## config.mk

```make
export PLATFORM = sky130hd
export DESIGN_NAME = mem_arbiter_rr_flat
export DESIGN_NICKNAME = d
export VERILOG_FILES = /design/src/rtl/mem_arbiter_rr_pkg.sv /design/src/rtl/mem_arbiter_rr_if.sv /design/src/rtl/mem_arbiter_rr_picker.sv /design/src/rtl/mem_arbiter_rr.sv /design/src/flat_wrapper.sv
export SDC_FILE = /design/constraint.sdc
export NUM_CORES = 1
export LEC_CHECK = 0
export CORE_AREA = 10 10 528 530
export CTS_CLUSTER_DIAMETER = 100
export DETAILED_ROUTE_END_ITERATION = 8
export DIE_AREA = 0 0 538 540
export GPL_TIMING_DRIVEN = 0
export PLACE_DENSITY_LB_ADDON = 0.25
export SLEW_MARGIN = 5
export SYNTH_ARGS = -nofsm -noshare
export SYNTH_HDL_FRONTEND = slang
export SYNTH_SLANG_ARGS = --single-unit
```

## constraint.sdc

```tcl
create_clock -name clk -period 1.65 [get_ports clk]
set_clock_uncertainty 0.05 [all_clocks]
set_input_delay 0.2475 -clock clk [delete_from_list [all_inputs] [get_ports clk]]
set_output_delay 0.2475 -clock clk [all_outputs]
set_load 0.005 [all_outputs]
```

## src/rtl/mem_arbiter_rr_pkg.sv

```systemverilog
// Shared types for the cache-miss arbiter: FSM state encoding and the
// operation captured when a requester is granted.
package mem_arbiter_rr_pkg;

  typedef enum logic [1:0] {
    IDLE = 2'd0,
    BUSY = 2'd1,
    RESP = 2'd2
  } arb_state_t;

  typedef enum logic {
    ARB_READ  = 1'b0,
    ARB_WRITE = 1'b1
  } arb_op_t;

endpackage

```

## src/rtl/mem_arbiter_rr_if.sv

```systemverilog
// Bus bundle between the cache-miss requesters, the arbiter and the
// cacheline adapter.
//
// Handshake: a requester raises req_read_i[p] or req_write_i[p] (never both)
// with a stable address/line and holds it until it sees a one-cycle
// req_resp_o[p] pulse; req_rdata_o is valid only during that pulse. Toward the
// adapter, mem_read_o/mem_write_o stay high with stable mem_addr_o/mem_wdata_o
// until the adapter pulses mem_resp_i for one cycle, with mem_rdata_i valid in
// that same cycle.
interface mem_arbiter_rr_if #(
  parameter int NUM_PORTS  = 2,
  parameter int ADDR_WIDTH = 32,
  parameter int LINE_WIDTH = 256
);

  logic [NUM_PORTS-1:0]            req_read_i;
  logic [NUM_PORTS-1:0]            req_write_i;
  logic [NUM_PORTS*ADDR_WIDTH-1:0] req_addr_i;
  logic [NUM_PORTS*LINE_WIDTH-1:0] req_wdata_i;
  logic [NUM_PORTS-1:0]            req_resp_o;
  logic [LINE_WIDTH-1:0]           req_rdata_o;
  logic                            mem_read_o;
  logic                            mem_write_o;
  logic [ADDR_WIDTH-1:0]           mem_addr_o;
  logic [LINE_WIDTH-1:0]           mem_wdata_o;
  logic                            mem_resp_i;
  logic [LINE_WIDTH-1:0]           mem_rdata_i;
  logic [NUM_PORTS-1:0]            grant_o;
  logic                            busy_o;

  // Requesters plus adapter side.
  modport master (
    output req_read_i, req_write_i, req_addr_i, req_wdata_i,
    output mem_resp_i, mem_rdata_i,
    input  req_resp_o, req_rdata_o, mem_read_o, mem_write_o,
    input  mem_addr_o, mem_wdata_o, grant_o, busy_o
  );

  // Arbiter side.
  modport slave (
    input  req_read_i, req_write_i, req_addr_i, req_wdata_i,
    input  mem_resp_i, mem_rdata_i,
    output req_resp_o, req_rdata_o, mem_read_o, mem_write_o,
    output mem_addr_o, mem_wdata_o, grant_o, busy_o
  );

endinterface

```

## src/rtl/mem_arbiter_rr_picker.sv

```systemverilog
// Combinational winner selection. In round-robin mode the search starts one
// past the previous winner and wraps; in fixed mode the lowest index wins.
module rr_priority_picker
  import mem_arbiter_rr_pkg::*;
#(
  parameter int N       = 2,
  parameter int RR_MODE = 1,
  localparam int IW     = (N > 1) ? $clog2(N) : 1
) (
  input  logic [N-1:0]  req,
  input  logic [IW-1:0] last_winner,
  output logic          valid,
  output logic [IW-1:0] winner,
  output logic [N-1:0]  grant
);

  // One extra bit so last_winner + offset can exceed N before wrapping.
  localparam logic [IW:0] NUM_C = (IW+1)'(N);

  logic [IW:0] cand;

  // Scan candidates in priority order; first requesting one wins.
  always_comb begin
    valid  = 1'b0;
    winner = '0;
    grant  = '0;
    cand   = '0;
    for (int k = 0; k < N; k++) begin
      cand = (RR_MODE != 0) ? ({1'b0, last_winner} + (IW+1)'(k + 1))
                            : (IW+1)'(k);
      if (cand >= NUM_C) cand = cand - NUM_C;
      if (!valid && req[cand[IW-1:0]]) begin
        valid  = 1'b1;
        winner = cand[IW-1:0];
      end
    end
    if (valid) grant[winner] = 1'b1;
  end

endmodule

```

## src/rtl/mem_arbiter_rr.sv

```systemverilog
// Arbitrates NUM_PORTS cache-miss requesters onto one line-wide adapter port.
// The winner's request is registered at grant and the grant is held for the
// whole IDLE -> BUSY -> RESP transaction.
module mem_arbiter_rr
  import mem_arbiter_rr_pkg::*;
#(
  parameter int NUM_PORTS  = 2,
  parameter int ADDR_WIDTH = 32,
  parameter int LINE_WIDTH = 256,
  parameter int RR_MODE    = 1
) (
  input  logic              clk,
  input  logic              reset_n,
  mem_arbiter_rr_if.slave   bus,
  output logic [1:0]        state_o
);

  localparam int IW = (NUM_PORTS > 1) ? $clog2(NUM_PORTS) : 1;

  localparam logic [1:0] S_IDLE = IDLE;
  localparam logic [1:0] S_BUSY = BUSY;
  localparam logic [1:0] S_RESP = RESP;

  logic [1:0]            state;
  logic [IW-1:0]         winner_q;
  logic [IW-1:0]         last_winner;
  arb_op_t               op_q;
  logic [ADDR_WIDTH-1:0] addr_q;
  logic [LINE_WIDTH-1:0] wdata_q;
  logic [LINE_WIDTH-1:0] rdata_q;
  logic [NUM_PORTS-1:0]  grant_q;
  logic [NUM_PORTS-1:0]  resp_vec;

  logic [NUM_PORTS-1:0]  requesting;
  logic                  pick_valid;
  logic [IW-1:0]         pick_winner;
  logic [NUM_PORTS-1:0]  pick_grant;

  logic [ADDR_WIDTH-1:0] port_addr  [NUM_PORTS];
  logic [LINE_WIDTH-1:0] port_wdata [NUM_PORTS];

  for (genvar p = 0; p < NUM_PORTS; p++) begin : g_unpack
    assign port_addr[p]  = bus.req_addr_i[p*ADDR_WIDTH +: ADDR_WIDTH];
    assign port_wdata[p] = bus.req_wdata_i[p*LINE_WIDTH +: LINE_WIDTH];
  end

  assign requesting = bus.req_read_i | bus.req_write_i;

  rr_priority_picker #(
    .N       (NUM_PORTS),
    .RR_MODE (RR_MODE)
  ) u_picker (
    .req         (requesting),
    .last_winner (last_winner),
    .valid       (pick_valid),
    .winner      (pick_winner),
    .grant       (pick_grant)
  );

  // Transaction FSM; all request fields are captured once, at grant.
  always_ff @(posedge clk or negedge reset_n) begin
    if (!reset_n) begin
      state       <= S_IDLE;
      winner_q    <= '0;
      last_winner <= IW'(NUM_PORTS - 1);
      op_q        <= ARB_READ;
      addr_q      <= '0;
      wdata_q     <= '0;
      rdata_q     <= '0;
      grant_q     <= '0;
    end else begin
      case (state)
        S_IDLE: begin
          if (pick_valid) begin
            state       <= S_BUSY;
            winner_q    <= pick_winner;
            last_winner <= pick_winner;
            // A port raising both lines is treated as a write.
            op_q        <= bus.req_write_i[pick_winner] ? ARB_WRITE : ARB_READ;
            addr_q      <= port_addr[pick_winner];
            wdata_q     <= port_wdata[pick_winner];
            grant_q     <= pick_grant;
          end
        end
        S_BUSY: begin
          if (bus.mem_resp_i) begin
            rdata_q <= bus.mem_rdata_i;
            state   <= S_RESP;
          end
        end
        S_RESP: begin
          state   <= S_IDLE;
          grant_q <= '0;
        end
        default: state <= S_IDLE;
      endcase
    end
  end

  // Completion pulse goes only to the registered winner.
  always_comb begin
    resp_vec = '0;
    if (state == S_RESP) resp_vec[winner_q] = 1'b1;
  end

  assign bus.req_resp_o  = resp_vec;
  assign bus.req_rdata_o = rdata_q;
  assign bus.mem_read_o  = (state == S_BUSY) && (op_q == ARB_READ);
  assign bus.mem_write_o = (state == S_BUSY) && (op_q == ARB_WRITE);
  assign bus.mem_addr_o  = addr_q;
  assign bus.mem_wdata_o = wdata_q;
  assign bus.grant_o     = grant_q;
  assign bus.busy_o      = (state != S_IDLE);
  assign state_o         = state;

  // A requester must never ask for a read and a write at the same time.
  a_no_dual_op: assert property (@(posedge clk) disable iff (!reset_n)
    (bus.req_read_i & bus.req_write_i) == '0);

endmodule

```

## src/flat_wrapper.sv

```systemverilog
// flat-port wrapper written by rule: the top's interface ports become plain ports
module mem_arbiter_rr_flat import mem_arbiter_rr_pkg::*;
#(
  parameter int NUM_PORTS  = 2,
  parameter int ADDR_WIDTH = 32,
  parameter int LINE_WIDTH = 256,
  parameter int RR_MODE    = 1
)
  (clk, reset_n, state_o, bus_req_read_i, bus_req_write_i, bus_req_addr_i, bus_req_wdata_i, bus_mem_resp_i, bus_mem_rdata_i, bus_req_resp_o, bus_req_rdata_o, bus_mem_read_o, bus_mem_write_o, bus_mem_addr_o, bus_mem_wdata_o, bus_grant_o, bus_busy_o);
  mem_arbiter_rr_if #(.NUM_PORTS(NUM_PORTS), .ADDR_WIDTH(ADDR_WIDTH), .LINE_WIDTH(LINE_WIDTH)) bus_i ();
  input  logic clk;
  input  logic reset_n;
  output logic [1:0] state_o;
  input wire logic [$bits(bus_i.req_read_i)-1:0] bus_req_read_i;
  input wire logic [$bits(bus_i.req_write_i)-1:0] bus_req_write_i;
  input wire logic [$bits(bus_i.req_addr_i)-1:0] bus_req_addr_i;
  input wire logic [$bits(bus_i.req_wdata_i)-1:0] bus_req_wdata_i;
  input wire logic [$bits(bus_i.mem_resp_i)-1:0] bus_mem_resp_i;
  input wire logic [$bits(bus_i.mem_rdata_i)-1:0] bus_mem_rdata_i;
  output wire logic [$bits(bus_i.req_resp_o)-1:0] bus_req_resp_o;
  output wire logic [$bits(bus_i.req_rdata_o)-1:0] bus_req_rdata_o;
  output wire logic [$bits(bus_i.mem_read_o)-1:0] bus_mem_read_o;
  output wire logic [$bits(bus_i.mem_write_o)-1:0] bus_mem_write_o;
  output wire logic [$bits(bus_i.mem_addr_o)-1:0] bus_mem_addr_o;
  output wire logic [$bits(bus_i.mem_wdata_o)-1:0] bus_mem_wdata_o;
  output wire logic [$bits(bus_i.grant_o)-1:0] bus_grant_o;
  output wire logic [$bits(bus_i.busy_o)-1:0] bus_busy_o;
  assign bus_i.req_read_i = bus_req_read_i;
  assign bus_i.req_write_i = bus_req_write_i;
  assign bus_i.req_addr_i = bus_req_addr_i;
  assign bus_i.req_wdata_i = bus_req_wdata_i;
  assign bus_i.mem_resp_i = bus_mem_resp_i;
  assign bus_i.mem_rdata_i = bus_mem_rdata_i;
  assign bus_req_resp_o = bus_i.req_resp_o;
  assign bus_req_rdata_o = bus_i.req_rdata_o;
  assign bus_mem_read_o = bus_i.mem_read_o;
  assign bus_mem_write_o = bus_i.mem_write_o;
  assign bus_mem_addr_o = bus_i.mem_addr_o;
  assign bus_mem_wdata_o = bus_i.mem_wdata_o;
  assign bus_grant_o = bus_i.grant_o;
  assign bus_busy_o = bus_i.busy_o;
  mem_arbiter_rr #(.NUM_PORTS(NUM_PORTS), .ADDR_WIDTH(ADDR_WIDTH), .LINE_WIDTH(LINE_WIDTH), .RR_MODE(RR_MODE)) u_core (.clk(clk), .reset_n(reset_n), .bus(bus_i), .state_o(state_o));
endmodule
```

==> results.toml, run 1 <==
[outcome]
outcome = "complete, but fails checks"
violations = "hold timing, setup timing"

[setup_path]
path_depth = 1
crit_path_end_kind = "primary output"
worstReg2RegEnd = "u_core.bus.mem_wdata_o[82]"
critPathMaxFanout = 2
cp_slowest_stage_delay_ns = 0.58
criticalPathCategory = "flip-flop to primary output"
start_kind = "flip-flop"
path_buf_inv = 1
worstPathArrival_ns = 1.81
slowest_stage = "clkdlybuf4s50_1"
r2r_slack_ns = -0.39
cp_top_family = "buffers and inverters"
r2r-start = "u_core.last_winner"
startpoint = "u_core.bus.req_rdata_o[104]"
critPathRequiredTime_ns = 1.35
cp_cell_sequence = "clkdlybuf4s50_1"
cp-endpoint = "bus_req_rdata_o[104]"
r2r_cells = 7

[final_layout]
fillCellCount = 29500
layout_commonest_cell = "clkdlybuf4s50_1"
final_cell_mix = "1,296 x clkdlybuf4s50_1, 542 x dfrtp_1, 458 x dlygate4sd3_1"
layout-drive-gt1-share = 0.166
area_delta_synth_final_pct = 113
nets = 5054

[power]
vdd_drop_max_mv = 0.853
swShare = 0.396
p_clk_frac = 0.208
p_leak_uw = 0.0192
internal_power_uw = 53600
seq_power_share = 0.282
p_comb_frac = 0.509
p_switching_uw = 35100
design_power_total_uw = 88700
powerDensity_nw_per_um2 = 1730

[global_route]
overflow = 0
grt-busiest-layer = "met2"
use_met1 = 0.154
grt_pass1_vias = 29500
grtUsageMet3 = 0.0619
grt_max_degree = 98
grt_usage = 0.150
grt_pass1_wl_um = 295000
antenna_found_initial = 128
grt_use_met2 = 0.280

[logic_synthesis]
synth_edf_count = 0
ys_ff_latch = 551
syn-num-nets = 3081
synth_ff_type = "dfrtp_1"
synth_area_sq_um = 24000
synth_cell_types = 25
avgSynthCellArea_sq_um = 10.7
syn_inst = 2242
async_flop_share = 1.00
ys_seq_area_frac = 0.574
ys_warn_count = 0

[placed_design]
port_buffers = 1391
gp_congestion = 0.870
hpwlAfterDp_um = 193000

[timing]
hold_slack_ns = -0.0269
max-slew-margin-rel = 0.376
grt_setup_unrepaired = "yes"
min_period_ns = 2.10
finalCritPeriodShare = 1.27
hold_viol_final = 37
fmax_mhz = 475
slew_viol_final = 0
fin_ws_ns = -0.454
setup_viol = 1060
worst_pin_slew_ns = 0.927

[job]
max_cap_violations = 0

[floorplanning]
die_w_um = 538
die-area_sq_um = 291000
ios = 1392
core-area_sq_um = 267000
fp.dieH_um = 540
row_count = 190
initial_utilization = 0.0898

[routing]
post_drt_via_cell_ratio = 3.55
drt_iter0_drc = 1542
first_pass_iters = 6
drt-total-wl_um = 229000
vias = 27900
post_drt_wl_per_cell_um = 29.2
drtAntennaViolNets = 0
drc = 0

[hold_path]
hold_class = "input port to async pin"

[clock_tree]
clkSinkCount = 551
clkLatencyLatePin_ns = 0.70
numCtsBuffers = 83
clk_pin_slew_worst_paths_ns = 0.06
clockBufferDepth = 3
cts_root_buf = "clkbuf_16"
cts-htree-levels = 3
cts_tree = "yes"
[Yosys cell counts, drive strengths merged (2+ instances only)]
cell type	n	area (sq um)
dfrtp	550	13800
o21ai	292	1460
a21oi	291	1460
nand3	289	1450
a31oi	288	1800
mux2	256	2880
clkbuf	169	634
buf	82	400
nor2	4	17.5
and2	3	18.8
nor2b	3	18.8
a21o	2	15.0
nand2b	2	12.5
nor3	2	10.0
[repair_timing]
item | 4_1_cts | 5_1_grt
gates cloned | 3 | 0
setup buffers | 17 | 1
gates resized for setup | 397 | 260
hold buffers | 464 | 2
endpoints found under the setup margin | 1104 | 1240
pin swaps | 16 | 8
hold endpoints to repair | 608 | 33
[worst min path at each step]
stage,start,to,slack (ns)
3_5_place_dp,reset_n,u_core.bus.req_rdata_o[211],0.11
3_3_place_gp,u_core.bus.req_rdata_o[137],u_core.bus.req_rdata_o[137],0.44
5_1_grt,reset_n,u_core.bus.mem_wdata_o[210],-0.07
6_report,reset_n,u_core.bus.req_rdata_o[56],-0.03
2_1_floorplan,reset_n,u_core.bus.grant_o[0],-0.1
4_1_cts,reset_n,u_core.bus.req_rdata_o[251],-0.12
[layer usage]
metal  routed length (um)  vias to the layer above
li1                     -                    12400
met5                  467                        -
met4                 5780                       68
met3                22700                      299
met1                81200                    13800
met2               119000                     1393
[power groups by stage]
stage / combinational, uW / clock (uW) / sequential, uW
2_1_floorplan: 13400 / 0 / 24700
3_3_place_gp: 44000 / 0 / 25200
3_5_place_dp: 44200 / 0 / 25200
4_1_cts: 46900 / 19400 / 25100
5_1_grt: 48500 / 19700 / 25800
6_report: 45200 / 18500 / 25000
[through the flow]
| step | area [sq um] | worst slack, ns | setup TNS, ns | util | instances |
|---|---|---|---|---|---|
| 2_1_floorplan | 24000 | -0.0353 | -6.80 | - | 2242 |
| 3_3_place_gp | 42400 | -28.74 | - | 0.159 | 7185 |
| 3_5_place_dp | 42700 | -2.11 | -986.45 | 0.160 | 7198 |
| 4_1_cts | 51100 | -0.640 | -456.58 | 0.191 | 7829 |
| 5_1_grt | 51200 | -0.553 | -380.37 | 0.191 | 7856 |
| 6_report | 51200 | -0.454 | -268.60 | 0.192 | 7869 |
[state kept, by name, summed over array words and instances, names as in the netlist]
signal	cells
u_core.bus.grant_o	2
u_core.bus.mem_addr_o	32
u_core.bus.mem_wdata_o	256
u_core.bus.req_rdata_o	256
u_core.last_winner	1
u_core.op_q	1
u_core.state_o	2
u_core.winner_q	1
[worst register-to-register path, stage by stage (launching register included)]
cell	delay, ns
dfstp_2	0.38
o21a_1	0.13
buf_12	0.16
buf_12	0.14
clkbuf_8	0.18
clkbuf_2	0.20
o21ai_0	0.52
a31oi_1	0.17
[layout make-up]
| class | count | area, sq um | share of cell area |
|---|---|---|---|
| Antenna cell | 39 | 97.6 | 0.00191 |
| Inverter | 1 | 3.75 | 0.0000733 |
| Multi-Input combinational cell | 1439 | 9300 | 0.181 |
| Clock buffer | 117 | 2380 | 0.0466 |
| Timing Repair Buffer | 1891 | 19100 | 0.373 |
| Sequential cell | 551 | 13800 | 0.269 |
| Buffer | 248 | 1700 | 0.0332 |
| Clock inverter | 31 | 409 | 0.00799 |
| Tap cell | 3552 | 4440 | 0.0868 |
[cells by family after synthesis]
group / after synthesis / synth area share
DFF: 551 / 0.574
muxes: 256 / 0.120
buffers and inverters: 252 / 0.0432
and+or+nand+nor: 308 / 0.0648
AOI/OAI and AO/OA: 875 / 0.198
Power figures use the tool's default switching activity.
==> run 2, diff against run 1 <==
--- a/config.mk
+++ b/config.mk
@@ -6,7 +6,6 @@
 export NUM_CORES = 1
 export LEC_CHECK = 0
 export CORE_AREA = 10 10 528 530
-export CTS_CLUSTER_DIAMETER = 100
 export DETAILED_ROUTE_END_ITERATION = 8
 export DIE_AREA = 0 0 538 540
 export GPL_TIMING_DRIVEN = 0
==> results.toml, run 2 (synthesized netlist as in run 1, its figures left out) <==
[outcome]
outcome = "complete, but fails checks"
violations = "hold timing, setup timing"

[routing]
drt_iter0_drc = 1628
post_drt_wl_per_cell_um = 29.6
vias = 27400
post_drt_via_cell_ratio = 3.55
first_pass_iters = 5
drtAntennaViolNets = 0
drt-total-wl_um = 228000
drc = 0

[setup_path]
worstReg2RegEnd = "u_core.bus.mem_wdata_o[145]"
r2r-start = "u_core.last_winner"
path_depth = 1
r2r_cells = 6
r2r_slack_ns = -0.34
criticalPathCategory = "flip-flop to primary output"
cp_top_family = "buffers and inverters"
critPathRequiredTime_ns = 1.35
cp_cell_sequence = "clkdlybuf4s50_1"
cp_slowest_stage_delay_ns = 0.65
crit_path_end_kind = "primary output"
critPathMaxFanout = 2
slowest_stage = "clkdlybuf4s50_1"
start_kind = "flip-flop"
worstPathArrival_ns = 1.76
path_buf_inv = 1

[clock_tree]
cts-htree-levels = 3
cts_tree = "yes"
numCtsBuffers = 80
cts_root_buf = "clkbuf_16"
clkLatencyLatePin_ns = 0.68
clk_pin_slew_worst_paths_ns = 0.06
clkSinkCount = 551
clockBufferDepth = 3

[final_layout]
layout_commonest_cell = "clkdlybuf4s50_1"
final_cell_mix = "1,273 x clkdlybuf4s50_1, 537 x dfrtp_1, 326 x dlygate4sd3_1"
area_delta_synth_final_pct = 106
instances_no_fill = 7723
nets = 4909
layout-drive-gt1-share = 0.165

[global_route]
grt_pass1_vias = 28600
grt_usage = 0.149
grt_pass1_wl_um = 293000
overflow = 0
antenna_found_initial = 130
grt_max_degree = 98

[timing]
setup_viol = 1052
min_period_ns = 2.06
worst_pin_slew_ns = 0.855
fmax_mhz = 485
slew_viol_final = 0
max-slew-margin-rel = 0.425
grt_setup_unrepaired = "yes"
finalCritPeriodShare = 1.25
fin_ws_ns = -0.411
hold_slack_ns = -0.0451
hold_viol_final = 38

[floorplanning]
die_w_um = 538
row_count = 190
ios = 1392
fp.dieH_um = 540
initial_utilization = 0.0898
die-area_sq_um = 291000
core-area_sq_um = 267000

[placed_design]
dp_worst_setup_slack_ns = -2.11
port_buffers = 1391
hpwlAfterDp_um = 193000
gp_congestion = 0.870
dp_cells = 7198

[power]
powerDensity_nw_per_um2 = 1760
vdd_drop_max_mv = 0.845
p_leak_uw = 0.0185

[job]
max_cap_violations = 0

[hold_path]
hold_class = "input port to async pin"
## run 2: final cells by class
| type | instances | area [sq um] |
|---|---|---|
| clock inverters | 26 | 378 |
| clock buffers | 115 | 2260 |
| well taps | 3552 | 4440 |
| inverters | 1 | 3.75 |
| plain buffers | 249 | 1640 |
| fillers | 29600 | 218000 |
| flip-flops and latches | 551 | 13800 |
| repair buffers | 1748 | 17600 |
| diodes | 42 | 105 |
| multi-input cells | 1439 | 9230 |
## run 2: per-layer routing
layer / part of all wire / vias to the layer above / track usage
met5: 0.0021 / - / 0
met4: 0.028 / 72 / 0.0391
met3: 0.10 / 297 / 0.0620
met2: 0.52 / 1421 / 0.277
met1: 0.35 / 13500 / 0.153
li1: - / 12100 / -
## run 2: report_power, final
| part | switching [uW] | total, uW | internal (uW) |
|---|---|---|---|
| logic | 22600 | 44200 | 21600 |
| registers | 4440 | 25000 | 20600 |
| clock network | 7690 | 18000 | 10300 |
## run 2: metrics by stage
step	instance area (sq um)	hold WS, ns	utilization	TNS (ns)	power, uW
floorplan	24000	-0.0981	-	-6.80	38100
detailed placement	42700	0.113	0.160	-986.45	69300
global route	49400	-0.0691	0.185	-358.11	92500
finish	49500	-0.0451	0.185	-243.71	87200
CTS	49300	-0.103	0.184	-411.12	89800
global placement	42400	0.437	0.159	-	69200
## run 2: how the worst max path moves through the flow
stage	startpoint	end
floorplan	u_core.state_o[0]	u_core.bus.req_rdata_o[183]
global route	u_core.state_o[1]	bus_req_resp_o[0]
finish	u_core.bus.mem_wdata_o[126]	bus_mem_wdata_o[126]
global placement	reset_n	u_core.bus.mem_wdata_o[132]
CTS	u_core.state_o[1]	bus_req_resp_o[0]
detailed placement	bus_req_write_i[1]	u_core.bus.mem_wdata_o[215]
## run 2: repair_timing
| item | CTS | global route |
|---|---|---|
| hold buffers | 331 | 3 |
| cloned | 0 | 0 |
| resized for setup | 390 | 243 |
| buffers inserted | 9 | 1 |
| pin swaps | 2 | 1 |
| hold endpoints to repair | 512 | 16 |
| endpoints found under the setup margin | 1104 | 1268 |
## run 2: worst register-to-register path: stages (launching register included)
cell and delay (ns):
dfstp_2 0.56, o21ai_0 0.09, bufbuf_16 0.32, buf_4 0.22, clkbuf_4 0.21, nand3_1 0.25
a31oi_1 0.13
